<file path="src/rtl/time_diff_meter.sv">
// == time_diff_meter: sign0->sign1 interval meter with serial double-dabble BCD output (rev 1.0) ==
`default_nettype none

module time_diff_meter #(
  parameter int CNT_W       = 27,
  parameter int BCD_DIGITS  = 9,
  parameter int SYNC_STAGES = 2
) (
  input  logic                    clk_100M,
  input  logic                    rst,
  input  logic                    sign0,
  input  logic                    sign1,
  input  logic                    edge_sel,
  output logic [CNT_W-1:0]        diff_out,
  output logic [4*BCD_DIGITS-1:0] bcd_out,
  output logic                    valid,
  output logic                    overflow,
  output logic                    busy
);

  localparam int BCD_W = 4 * BCD_DIGITS;
  localparam int SR_W  = BCD_W + CNT_W;
  localparam int IT_W  = $clog2(CNT_W + 1);
  localparam logic [CNT_W-1:0] CNT_MAX  = '1;
  localparam logic [IT_W-1:0]  IT_LAST  = IT_W'(CNT_W - 1);

  typedef enum logic [1:0] {
    IDLE    = 2'd0,
    COUNT   = 2'd1,
    CONVERT = 2'd2,
    DONE    = 2'd3
  } state_t;

  state_t state, state_nxt;

  logic [SYNC_STAGES-1:0] sync0, sync1;
  logic [SYNC_STAGES:0]   warm;
  logic                   prev0, prev1, mode_q;
  logic                   s0, s1, armed, e0, e1;
  logic [CNT_W-1:0]       counter, cap;
  logic                   ovf_q;
  logic [SR_W-1:0]        sr, dd_adj, dd_next;
  logic [IT_W-1:0]        iter;
  logic                   last_iter;

  assign s0    = sync0[SYNC_STAGES-1];
  assign s1    = sync1[SYNC_STAGES-1];
  // Strobes stay masked until both sync output and prev hold post-reset samples.
  assign armed = warm[SYNC_STAGES];
  assign e0    = armed & (mode_q ? (prev0 & ~s0) : (s0 & ~prev0));
  assign e1    = armed & (mode_q ? (prev1 & ~s1) : (s1 & ~prev1));

  assign last_iter = (iter == IT_LAST);
  assign busy      = (state != IDLE);

  always_ff @(posedge clk_100M or negedge rst) begin
    if (!rst) begin
      sync0  <= '0;
      sync1  <= '0;
      warm   <= '0;
      prev0  <= 1'b1;
      prev1  <= 1'b1;
      mode_q <= 1'b0;
    end else begin
      sync0 <= {sync0[SYNC_STAGES-2:0], sign0};
      sync1 <= {sync1[SYNC_STAGES-2:0], sign1};
      warm  <= {warm[SYNC_STAGES-1:0], 1'b1};
      prev0 <= s0;
      prev1 <= s1;
      if (state == IDLE) mode_q <= edge_sel;
    end
  end

  always_comb begin
    dd_adj = sr;
    for (int d = 0; d < BCD_DIGITS; d++) begin
      if (sr[CNT_W+4*d +: 4] >= 4'd5) dd_adj[CNT_W+4*d +: 4] = sr[CNT_W+4*d +: 4] + 4'd3;
    end
    dd_next = {dd_adj[SR_W-2:0], 1'b0};
  end

  always_ff @(posedge clk_100M or negedge rst) begin
    if (!rst) state <= IDLE;
    else      state <= state_nxt;
  end

  always_comb begin
    state_nxt = state;
    case (state)
      IDLE:    if (e0) state_nxt = e1 ? CONVERT : COUNT;
      COUNT:   if (e1 || counter == CNT_MAX) state_nxt = CONVERT;
      CONVERT: if (last_iter) state_nxt = DONE;
      DONE:    state_nxt = IDLE;
      default: state_nxt = IDLE;
    endcase
  end

  always_ff @(posedge clk_100M or negedge rst) begin
    if (!rst) begin
      counter  <= '0;
      cap      <= '0;
      ovf_q    <= 1'b0;
      sr       <= '0;
      iter     <= '0;
      diff_out <= '0;
      bcd_out  <= '0;
      overflow <= 1'b0;
      valid    <= 1'b0;
    end else begin
      valid <= 1'b0;
      case (state)
        IDLE: begin
          if (e0 && e1) begin
            cap   <= '0;
            ovf_q <= 1'b0;
            sr    <= '0;
            iter  <= '0;
          end else if (e0) begin
            counter <= CNT_W'(1);
          end
        end
        COUNT: begin
          if (e1) begin
            cap   <= counter;
            ovf_q <= 1'b0;
            sr    <= {{BCD_W{1'b0}}, counter};
            iter  <= '0;
          end else if (counter == CNT_MAX) begin
            cap   <= CNT_MAX;
            ovf_q <= 1'b1;
            sr    <= {{BCD_W{1'b0}}, CNT_MAX};
            iter  <= '0;
          end else begin
            counter <= counter + CNT_W'(1);
          end
        end
        CONVERT: begin
          sr   <= dd_next;
          iter <= iter + IT_W'(1);
          // Publish on the final shift so outputs change together with valid in DONE.
          if (last_iter) begin
            diff_out <= cap;
            bcd_out  <= dd_next[SR_W-1 -: BCD_W];
            overflow <= ovf_q;
            valid    <= 1'b1;
          end
        end
        default: ;
      endcase
    end
  end

endmodule

`default_nettype wire
</file>
<file path="config.mk">
export PLATFORM = sky130hd
export DESIGN_NAME = time_diff_meter
export DESIGN_NICKNAME = d
export VERILOG_FILES = /design/src/rtl/time_diff_meter.sv
export SDC_FILE = /design/constraint.sdc
export NUM_CORES = 1
export LEC_CHECK = 0
export ABC_AREA = 1
export CAP_MARGIN = 10
export CORE_ASPECT_RATIO = 1.4
export CORE_UTILIZATION = 55
export CTS_BUF_LIST = sky130_fd_sc_hd__clkbuf_8
export CTS_CLUSTER_DIAMETER = 200
export DETAILED_ROUTE_END_ITERATION = 8
export GPL_ROUTABILITY_DRIVEN = 0
export PLACE_DENSITY = 0.75
export SLEW_MARGIN = 30
export SYNTH_ARGS = -nofsm -noshare
export SYNTH_HDL_FRONTEND = slang
export SYNTH_SLANG_ARGS = --single-unit
</file>
<file path="constraint.sdc">
create_clock -name clk_100M -period 3.4 [get_ports clk_100M]
set_input_delay 0.85 -clock clk_100M [delete_from_list [all_inputs] [get_ports clk_100M]]
set_output_delay 0.85 -clock clk_100M [all_outputs]
set_load 0.005 [all_outputs]
</file>
==> results of run 1 <==
-- path summary, 6_finish.rpt --
path	depth (start not counted)	endpoint	start	slack [ns]
min in group clk_100M	0	warm[2]	warm[1]	0.36
hold reg to reg	0	warm[2]	warm[1]	0.36
setup reg to reg	11	sr[53]	counter[0]	0.85
max in group asynchronous	2	diff_out[14]	rst	2.27
setup / recovery	4	busy	state[0]	0.58
hold / removal	1	sr[61]	rst	0.36
-- power breakdown --
part	internal [mW]	switching, mW	leakage (nW)
Sequential	2.64	0.160	2.72
Clock	0.542	0.865	0.186
Combinational	0.506	1.64	2.58
-- metrics by stage --
step | setup slack (ns) | total power [mW]
2_1_floorplan | 1.500 | 4.575
3_3_place_gp | 0.9371 | 4.939
3_5_place_dp | 0.8761 | 4.990
4_1_cts | 0.5678 | 6.407
5_1_grt | 0.5087 | 6.789
6_report | 0.5752 | 6.346
-- kinds of logic (layout without fill, tap and decap cells) --
logic type / after synthesis / in the layout / share of synthesized area
buffers and inverters: 143 / 201 / 0.06262
AO/OA/AOI/OAI: 179 / 179 / 0.1001
flip-flops: 200 / 200 / 0.4963
AND/OR/NAND/NOR: 739 / 739 / 0.2937
XOR/XNOR: 17 / 17 / 0.01476
adder cells (fa/ha/maj): 26 / 26 / 0.03224
other: 1 / 1 / 0.0003717
-- per-layer routing --
metal  global-route usage  vias up  share of wire
met4              0.08450        0          0.020
met5                    0        -              0
li1                     -     4188              -
met3              0.03918       31          0.037
met2               0.4158      170           0.50
met1               0.3150     3878           0.44
-- layout by cell type, fill, tap and decap left out, types with 13 or more instances in the layout --
| master | instances |
|---|---|
| nor2_1 | 93 |
| clkdlybuf4s50_1 | 69 |
| dfrtp_1 | 198 |
| xor2_1 | 13 |
| o21ai_0 | 91 |
| ha_1 | 25 |
| inv_1 | 85 |
| clkbuf_8 | 19 |
| o21ai_1 | 30 |
| a21oi_1 | 26 |
| o21ai_2 | 25 |
| nand3_1 | 60 |
| nand2_1 | 558 |
-- critical path, cell delays in order (launching register included) --
cell             delay, ns
dfrtp_1               0.43
inv_1                 0.10
ha_1                  0.31
inv_1                 0.15
clkdlybuf4s50_1       0.51
-- flip-flops by register name, indices dropped and copies added, names as in the netlist --
name,cells
bcd_out,36
cap,27
counter,27
diff_out,27
iter,5
mode_q,1
overflow,1
ovf_q,1
prev0,1
prev1,1
sr,63
state,2
sync0,2
sync1,2
valid,1
warm,3
-- Yosys cell counts, drive strengths merged --
cell	instances	area share
buf	17	0.015
or3	1	0.00062
xnor2	4	0.0035
o21ai	146	0.082
clkbuf	38	0.014
nor3b	1	0.00074
nor3	4	0.0020
o21bai	4	0.0030
ha	26	0.032
xor2	13	0.011
nor2	95	0.037
a21oi	28	0.015
o21a	1	0.00074
nand3	62	0.033
conb	1	0.00037
nand3b	2	0.0015
dfrtp	198	0.49
or2	1	0.00062
nand2	565	0.21
nand4	8	0.0050
inv	88	0.033
dfstp	2	0.0052
-- final cells by class --
type / count / area [sq um] / share of cell area
clock buffer: 18 / 247.7 / 0.02196
sequential: 200 / 5007 / 0.4438
tap: 240 / 300.3 / 0.02661
clock inverter: 14 / 112.6 / 0.009980
inverter: 88 / 335.3 / 0.02972
timing repair buffer: 81 / 824.5 / 0.07308
multi-input combinational: 962 / 4456 / 0.3949
==> results.json, run 1 <==
{
  "drc": 0,
  "syn_area_sq_um": 10090,
  "cts_tree": "yes",
  "synth_nets": 1336,
  "crit_required_ns": 2.55,
  "post-route-util": 0.6269,
  "avgSynthCellArea_sq_um": 7.732,
  "num-fill-cells": 1616,
  "n_antenna_cell": 0,
  "grt_pass1_vias": 7830,
  "hold_ws_ns": 0.3568,
  "firstDrtPassIters": 5,
  "port-buffer-count": 70,
  "worst_setup_path_start_kind": "flop",
  "maxCapViolCount": 0,
  "hp-class": "in -> async",
  "finalCritPeriodShare": 0.8308,
  "worst_slew_pin_slew_ns": 0.8367,
  "cts_root_buf": "clkbuf_8",
  "hpwl_um": 14900,
  "power_leakage_nw": 5.485,
  "synth-seq-cells": 200,
  "track_usage": 0.2451,
  "num_rows": 58,
  "dieArea_sq_um": 18900,
  "timing.fmax_ghz": 0.3540,
  "ios": 71,
  "drt_iter0_drc": 725,
  "relSlewSlack": 0.4422,
  "fin_crit_ns": 2.825,
  "synthToLayoutAreaGrowth_pct": 11.83,
  "rsz0062_at_grt": "false",
  "end_kind": "output pin",
  "p_per_area_nw_per_um2": 562.4,
  "clock_latency_ns": 0.48,
  "ant_nets": 0,
  "ctsLongestPathBuffers": 2,
  "nets": 1381,
  "syn_inst": 1305,
  "post_cts_buffers": 0,
  "finClkSkew_ns": 0.01560,
  "drive_gt1_frac": 0.06530,
  "grt_pass1_wl_um": 36650,
  "initial_core_util": 0.5606,
  "status": "finished clean",
  "finalHoldViolCount": 0,
  "antenna_found_initial": 0,
  "routed_wl_um": 21710,
  "cts_made_buffers": 17,
  "num_vias": 8267,
  "place_inst": 1571,
  "yosysSeqAreaShare": 0.4963,
  "via_per_inst": 5.157,
  "clk_pin_slew_worst_paths_ns": 0.10,
  "cts.sinks": 200,
  "wl_per_cell_um": 13.54,
  "stdcell_count": 1603,
  "final_area_sq_um": 11280,
  "synth_warnings": 0,
  "setup_tns_ns": 0,
  "core_region_area_sq_um": 18000,
  "cts-resized-gates": 0,
  "synth_cell_types": 34,
  "cp.arrival_ns": 1.97,
  "placed_cell_area_sq_um": 10920,
  "gr-total-overflow": 0,
  "grt_max_degree": 77,
  "hold_buffers": 0,
  "die_w_um": 116.5,
  "crit_type": "reg -> out",
  "setup_viol": 0,
  "peakVddDrop_v": 0.0005644,
  "die_h_um": 162.3,
  "cp_max_fo": 7,
  "h-tree-depth": 4,
  "slew_viol_final": 0
}
(Power assumes the default switching activity.)
==> run 2, diff against run 1 <==
PLACE_DENSITY = 0.78   (was 0.75)
clock period = 2.3 ns   (was 3.4 ns; I/O delays follow)
==> run 2 against run 1 <==
Compared with the run above: utilization rose by 1.0 points; flip-flop and latch count did not move; worst setup slack got worse by 0.50 ns; via count rose by 2.8%; critical endpoint unchanged.
==> results.json, run 2 (synthesized netlist as in run 1, its figures left out) <==
{
  "track_usage": 0.2512,
  "dieArea_sq_um": 18900,
  "largest_register": "sr",
  "grt_max_degree": 74,
  "pre_cts_slack_ns": 0.2298,
  "drt_iter0_drc": 722,
  "stdcell_count": 1616,
  "num-fill-cells": 1579,
  "p_per_area_nw_per_um2": 848.7,
  "num_vias": 8496,
  "r2r_cells": 11,
  "clk_pin_slew_worst_paths_ns": 0.10,
  "worst_setup_path_start_kind": "flop",
  "crit_top_cell": "inv_2",
  "hold_buffers": 0,
  "ctsLongestPathBuffers": 2,
  "via_per_inst": 5.257,
  "setup_tns_ns": 0,
  "core_region_area_sq_um": 18000,
  "hp-class": "in -> async",
  "synthToLayoutAreaGrowth_pct": 13.67,
  "p_sw_mw": 3.981,
  "drive_gt1_frac": 0.07631,
  "slowest_delay_ns": 0.49,
  "endpoint": "busy",
  "nets": 1394,
  "use_met3": 0.03731,
  "cts_made_buffers": 17,
  "num_rows": 58,
  "power_leakage_nw": 5.570,
  "p_sw_frac": 0.4090,
  "grt_pass1_vias": 8036,
  "wl_per_cell_um": 13.82,
  "grtUsageMet1": 0.3067,
  "crit_type": "reg -> out",
  "die_w_um": 116.5,
  "timing.fmax_ghz": 0.4491,
  "drc": 0,
  "end_kind": "output pin",
  "initial_core_util": 0.5606,
  "firstDrtPassIters": 5,
  "port-buffer-count": 70,
  "finalHoldViolCount": 0,
  "hold_ws_ns": 0.04119,
  "fin_crit_ns": 2.227,
  "finalCritPeriodShare": 0.9682,
  "maxCapViolCount": 0,
  "cts_root_buf": "clkbuf_8",
  "n_antenna_cell": 0,
  "relSlewSlack": 0.5464,
  "final_common_cell": "nand2_1",
  "cp.arrival_ns": 1.65,
  "grt_pass1_wl_um": 37470,
  "cts.sinks": 200,
  "clock_latency_ns": 0.47,
  "hpwl_um": 15500,
  "ant_nets": 0,
  "intPower_mw": 5.753,
  "antenna_found_initial": 0,
  "finClkSkew_ns": 0.01501,
  "peakVddDrop_v": 0.0006899,
  "final_cell_mix": "nand2_1 (558), dfrtp_1 (198), nor2_1 (93)",
  "status": "finished clean",
  "layout_setup_ws_ns": 0.07321,
  "gr-total-overflow": 0,
  "reg2reg_from": "counter[0]",
  "place_inst": 1581,
  "ios": 71,
  "pwr-share-clk": 0.224,
  "slew_viol_final": 0,
  "rsz0062_at_grt": "false",
  "cp_max_fo": 7,
  "h-tree-depth": 4,
  "grtUsageMet2": 0.4419,
  "top_usage_layer": "met2",
  "cp_cell_sequence": "inv_2 > ha_4 > inv_2 > clkdlybuf4s50_1",
  "r2r_end": "sr[24]",
  "cp_slowest_cell": "clkdlybuf4s50_1",
  "crit_required_ns": 1.73,
  "die_h_um": 162.3,
  "worst_slew_pin_slew_ns": 0.6733,
  "largest_reg_flops": 63,
  "setup_viol": 0,
  "r2r_slack_ns": 0.24,
  "p_comb_frac": 0.354,
  "top_regs": "sr (63), bcd_out (36)",
  "p_seq_frac": 0.422,
  "startpoint": "state[0]",
  "routed_wl_um": 22330,
  "cts_tree": "yes"
}
[run 2: cell count changes in the layout (fill, tap and decap cells not counted), moves of 2 or more]
cell / change
clkinvlp_4: +2
buf_12: +4
inv_2: +3
clkinv_4: -3
inv_1: -2
buf_4: +9
[run 2: critical path: cells and delay by family, from the launching register on]
family | cells | cell delay, ns
adder cells (fa/ha/maj) | 1 | 0.18
buffers and inverters | 3 | 0.62
flip-flops | 1 | 0.39
[run 2: final cells by class]
type / instances / area [sq um] / share of cell area
Sequential cell: 200 / 5007 / 0.4366
Multi-Input combinational cell: 962 / 4473 / 0.3900
Timing Repair Buffer: 94 / 972.2 / 0.08477
Inverter: 88 / 335.3 / 0.02924
Tap cell: 240 / 300.3 / 0.02618
Clock buffer: 19 / 261.5 / 0.02280
Clock inverter: 13 / 118.9 / 0.01036
[run 2: how the worst min path moves through the flow]
stage | end | cells past startpoint | from
floorplan | bcd_out[0] | 0 | rst
global placement | sync1[1] | 0 | sync1[0]
detailed placement | warm[1] | 0 | warm[0]
CTS | bcd_out[34] | 1 | rst
global route | bcd_out[34] | 1 | rst
finish | bcd_out[34] | 1 | rst
[run 2: per-stage QoR]
step | cell area, sq um | utilization | total power [mW]
floorplan | 10090 | - | 6.763
global placement | 11050 | 0.6139 | 7.465
detailed placement | 11050 | 0.6139 | 7.535
CTS | 11460 | 0.6365 | 9.748
global route | 11470 | 0.6372 | 10.34
finish | 11470 | 0.6372 | 9.734
[run 2: power by group through the flow]
stage,clock network (mW),logic (mW),registers (mW)
6_report,2.18,3.45,4.10
5_1_grt,2.35,3.84,4.15
4_1_cts,2.22,3.43,4.10
3_5_place_dp,0,3.36,4.18
3_3_place_gp,0,3.30,4.16
2_1_floorplan,0,2.63,4.13
[run 2: layer usage]
layer | up-vias | share of wire
met3 | 33 | 0.037
li1 | 4218 | -
met2 | 200 | 0.52
met5 | - | 0
met1 | 4045 | 0.43
met4 | 0 | 0.020
[run 2: what timing repair did]
item	in CTS	in global routing
resized for setup	4	2
setup buffers	2	1
setup endpoints to repair	1	3
==> run 3, diff against run 2 <==
DONT_BUFFER_PORTS = 1   (was not set)
PLACE_DENSITY = 0.73   (was 0.78)
==> run 3 against run 2 <==
Compared with the run above: the flow now finishes with violations (hold timing); register-to-register slack worse by 0.02 ns; combinational power down 4%; cell count down 4.5%; global-route usage down 1.1 points.
==> results.json, run 3 (synthesized netlist as in run 1, its figures left out) <==
{
  "ctsLongestPathBuffers": 2,
  "track_usage": 0.2398,
  "finalHoldViolCount": 200,
  "cts_root_buf": "clkbuf_8",
  "largest_register": "sr",
  "cp_max_fo": 55,
  "h-tree-depth": 4,
  "slowest_delay_ns": 0.36,
  "end_kind": "flop",
  "via_per_inst": 5.207,
  "placed_cell_area_sq_um": 10320,
  "cp_top_family": "simple AND/OR/NAND/NOR gates",
  "core_region_area_sq_um": 18000,
  "peakVddDrop_v": 0.0009038,
  "worst_slew_pin_slew_ns": 0.6469,
  "fin_crit_ns": 2.076,
  "hp-class": "in -> async",
  "timing.fmax_ghz": 0.4818,
  "n_antenna_cell": 0,
  "cts.sinks": 200,
  "cp.arrival_ns": 2.43,
  "wl_per_cell_um": 13.84,
  "final_area_sq_um": 10720,
  "post_cts_buffers": 0,
  "ios": 71,
  "slew_viol_final": 0,
  "crit_required_ns": 2.65,
  "grt_pass1_vias": 7691,
  "die_w_um": 116.5,
  "place_inst": 1511,
  "cp_slowest_cell": "dfrtp_1",
  "final_common_cell": "nand2_1",
  "drt_iter0_drc": 597,
  "num_rows": 58,
  "rsz0062_at_grt": "false",
  "maxCapViolCount": 0,
  "num_vias": 8035,
  "antenna_found_initial": 0,
  "routed_wl_um": 21350,
  "setup_viol": 0,
  "worst_setup_path_start_kind": "flop",
  "stdcell_count": 1543,
  "top_regs": "sr (63), bcd_out (36)",
  "clk_pin_slew_worst_paths_ns": 0.10,
  "drive_gt1_frac": 0.07521,
  "initial_core_util": 0.5606,
  "finalCritPeriodShare": 0.9025,
  "gr-total-overflow": 0,
  "multi_input_area_sq_um": 4456,
  "cp_cell_sequence": "ha_1 > nand2_2 > nor2_4 > nand2_4 > nor2_4 > nand2_2 > nand2_4 > nand3_4 > buf_6 > nand2_1 > o21ai_2",
  "cts_tree": "yes",
  "hpwl_um": 14490,
  "grt_pass1_wl_um": 35710,
  "regArea_sq_um": 5007,
  "die_h_um": 162.3,
  "status": "finished with violations",
  "largest_reg_flops": 63,
  "grt_max_degree": 201,
  "p_per_area_nw_per_um2": 903.3,
  "hold_ws_ns": -0.2107,
  "firstDrtPassIters": 5,
  "crit_type": "reg -> reg",
  "finClkSkew_ns": 0.01461,
  "num-fill-cells": 1662,
  "violations": "hold timing",
  "relSlewSlack": 0.5654,
  "layout_setup_ws_ns": 0.2244,
  "port-buffer-count": 0,
  "ant_nets": 0,
  "setup_tns_ns": 0,
  "power_leakage_nw": 5.309,
  "drc": 0,
  "final_cell_mix": "nand2_1 (558), dfrtp_1 (198), nor2_1 (93)",
  "nets": 1321,
  "cts_made_buffers": 17,
  "pre_cts_slack_ns": 0.1491,
  "synthToLayoutAreaGrowth_pct": 6.225,
  "dieArea_sq_um": 18900,
  "clock_latency_ns": 0.47,
  "critical_path_buf_inv_count": 1
}
## run 3: changes by cell type in the layout (fill, tap and decap cells not counted), moves of 2 or more
cell,change
clkbuf_8,-3
inv_6,+2
inv_1,+2
buf_12,-2
clkdlybuf4s50_1,-69
buf_4,-2
inv_2,-3
## run 3: final timing paths
path                                 start     endpoint  slack [ns]  cells after the start
worst max-delay path            counter[0]       sr[34]        0.22                     11
worst min-delay path                   rst  bcd_out[35]       -0.21                      0
worst max register to register  counter[0]       sr[34]        0.22                     11
worst min register to register    sync0[0]     sync0[1]        0.36                      0
max in group asynchronous              rst        valid        2.17                      0
min in group clk_100M                sign0     sync0[0]        0.12                      0
## run 3: power by group
| group | switching [mW] | internal [mW] | total, mW | leakage, nW |
|---|---|---|---|---|
| registers | 0.214 | 3.90 | 4.11 | 2.72 |
| clock network | 1.29 | 0.986 | 2.27 | 0.191 |
| logic | 2.41 | 0.894 | 3.30 | 2.39 |
## run 3: metrics by stage
step	total power, mW	utilization
6_report	9.681	0.5955
5_1_grt	10.31	0.5955
3_5_place_dp	7.460	0.5733
3_3_place_gp	7.408	0.5733
2_1_floorplan	6.763	-
4_1_cts	9.747	0.5953
## run 3: cell type report
cell class | instances | area share
Sequential cell | 200 | 0.4672
Multi-Input combinational cell | 962 | 0.4157
Inverter | 88 | 0.03129
Tap cell | 240 | 0.02802
Clock buffer | 17 | 0.02183
Timing Repair Buffer | 21 | 0.02090
Clock inverter | 15 | 0.01506
## run 3: repair_timing
| action | CTS | global route |
|---|---|---|
| setup endpoints to repair | 0 | 15 |
| hold endpoints to repair | 200 | 200 |
| gates resized for setup | 0 | 1 |
## run 3: routing by layer
layer,share of wire,track usage,vias up
met5,0,0,-
met4,0.021,0.08974,0
met3,0.034,0.03806,29
met2,0.50,0.4110,160
met1,0.44,0.3010,3767
li1,-,-,4079
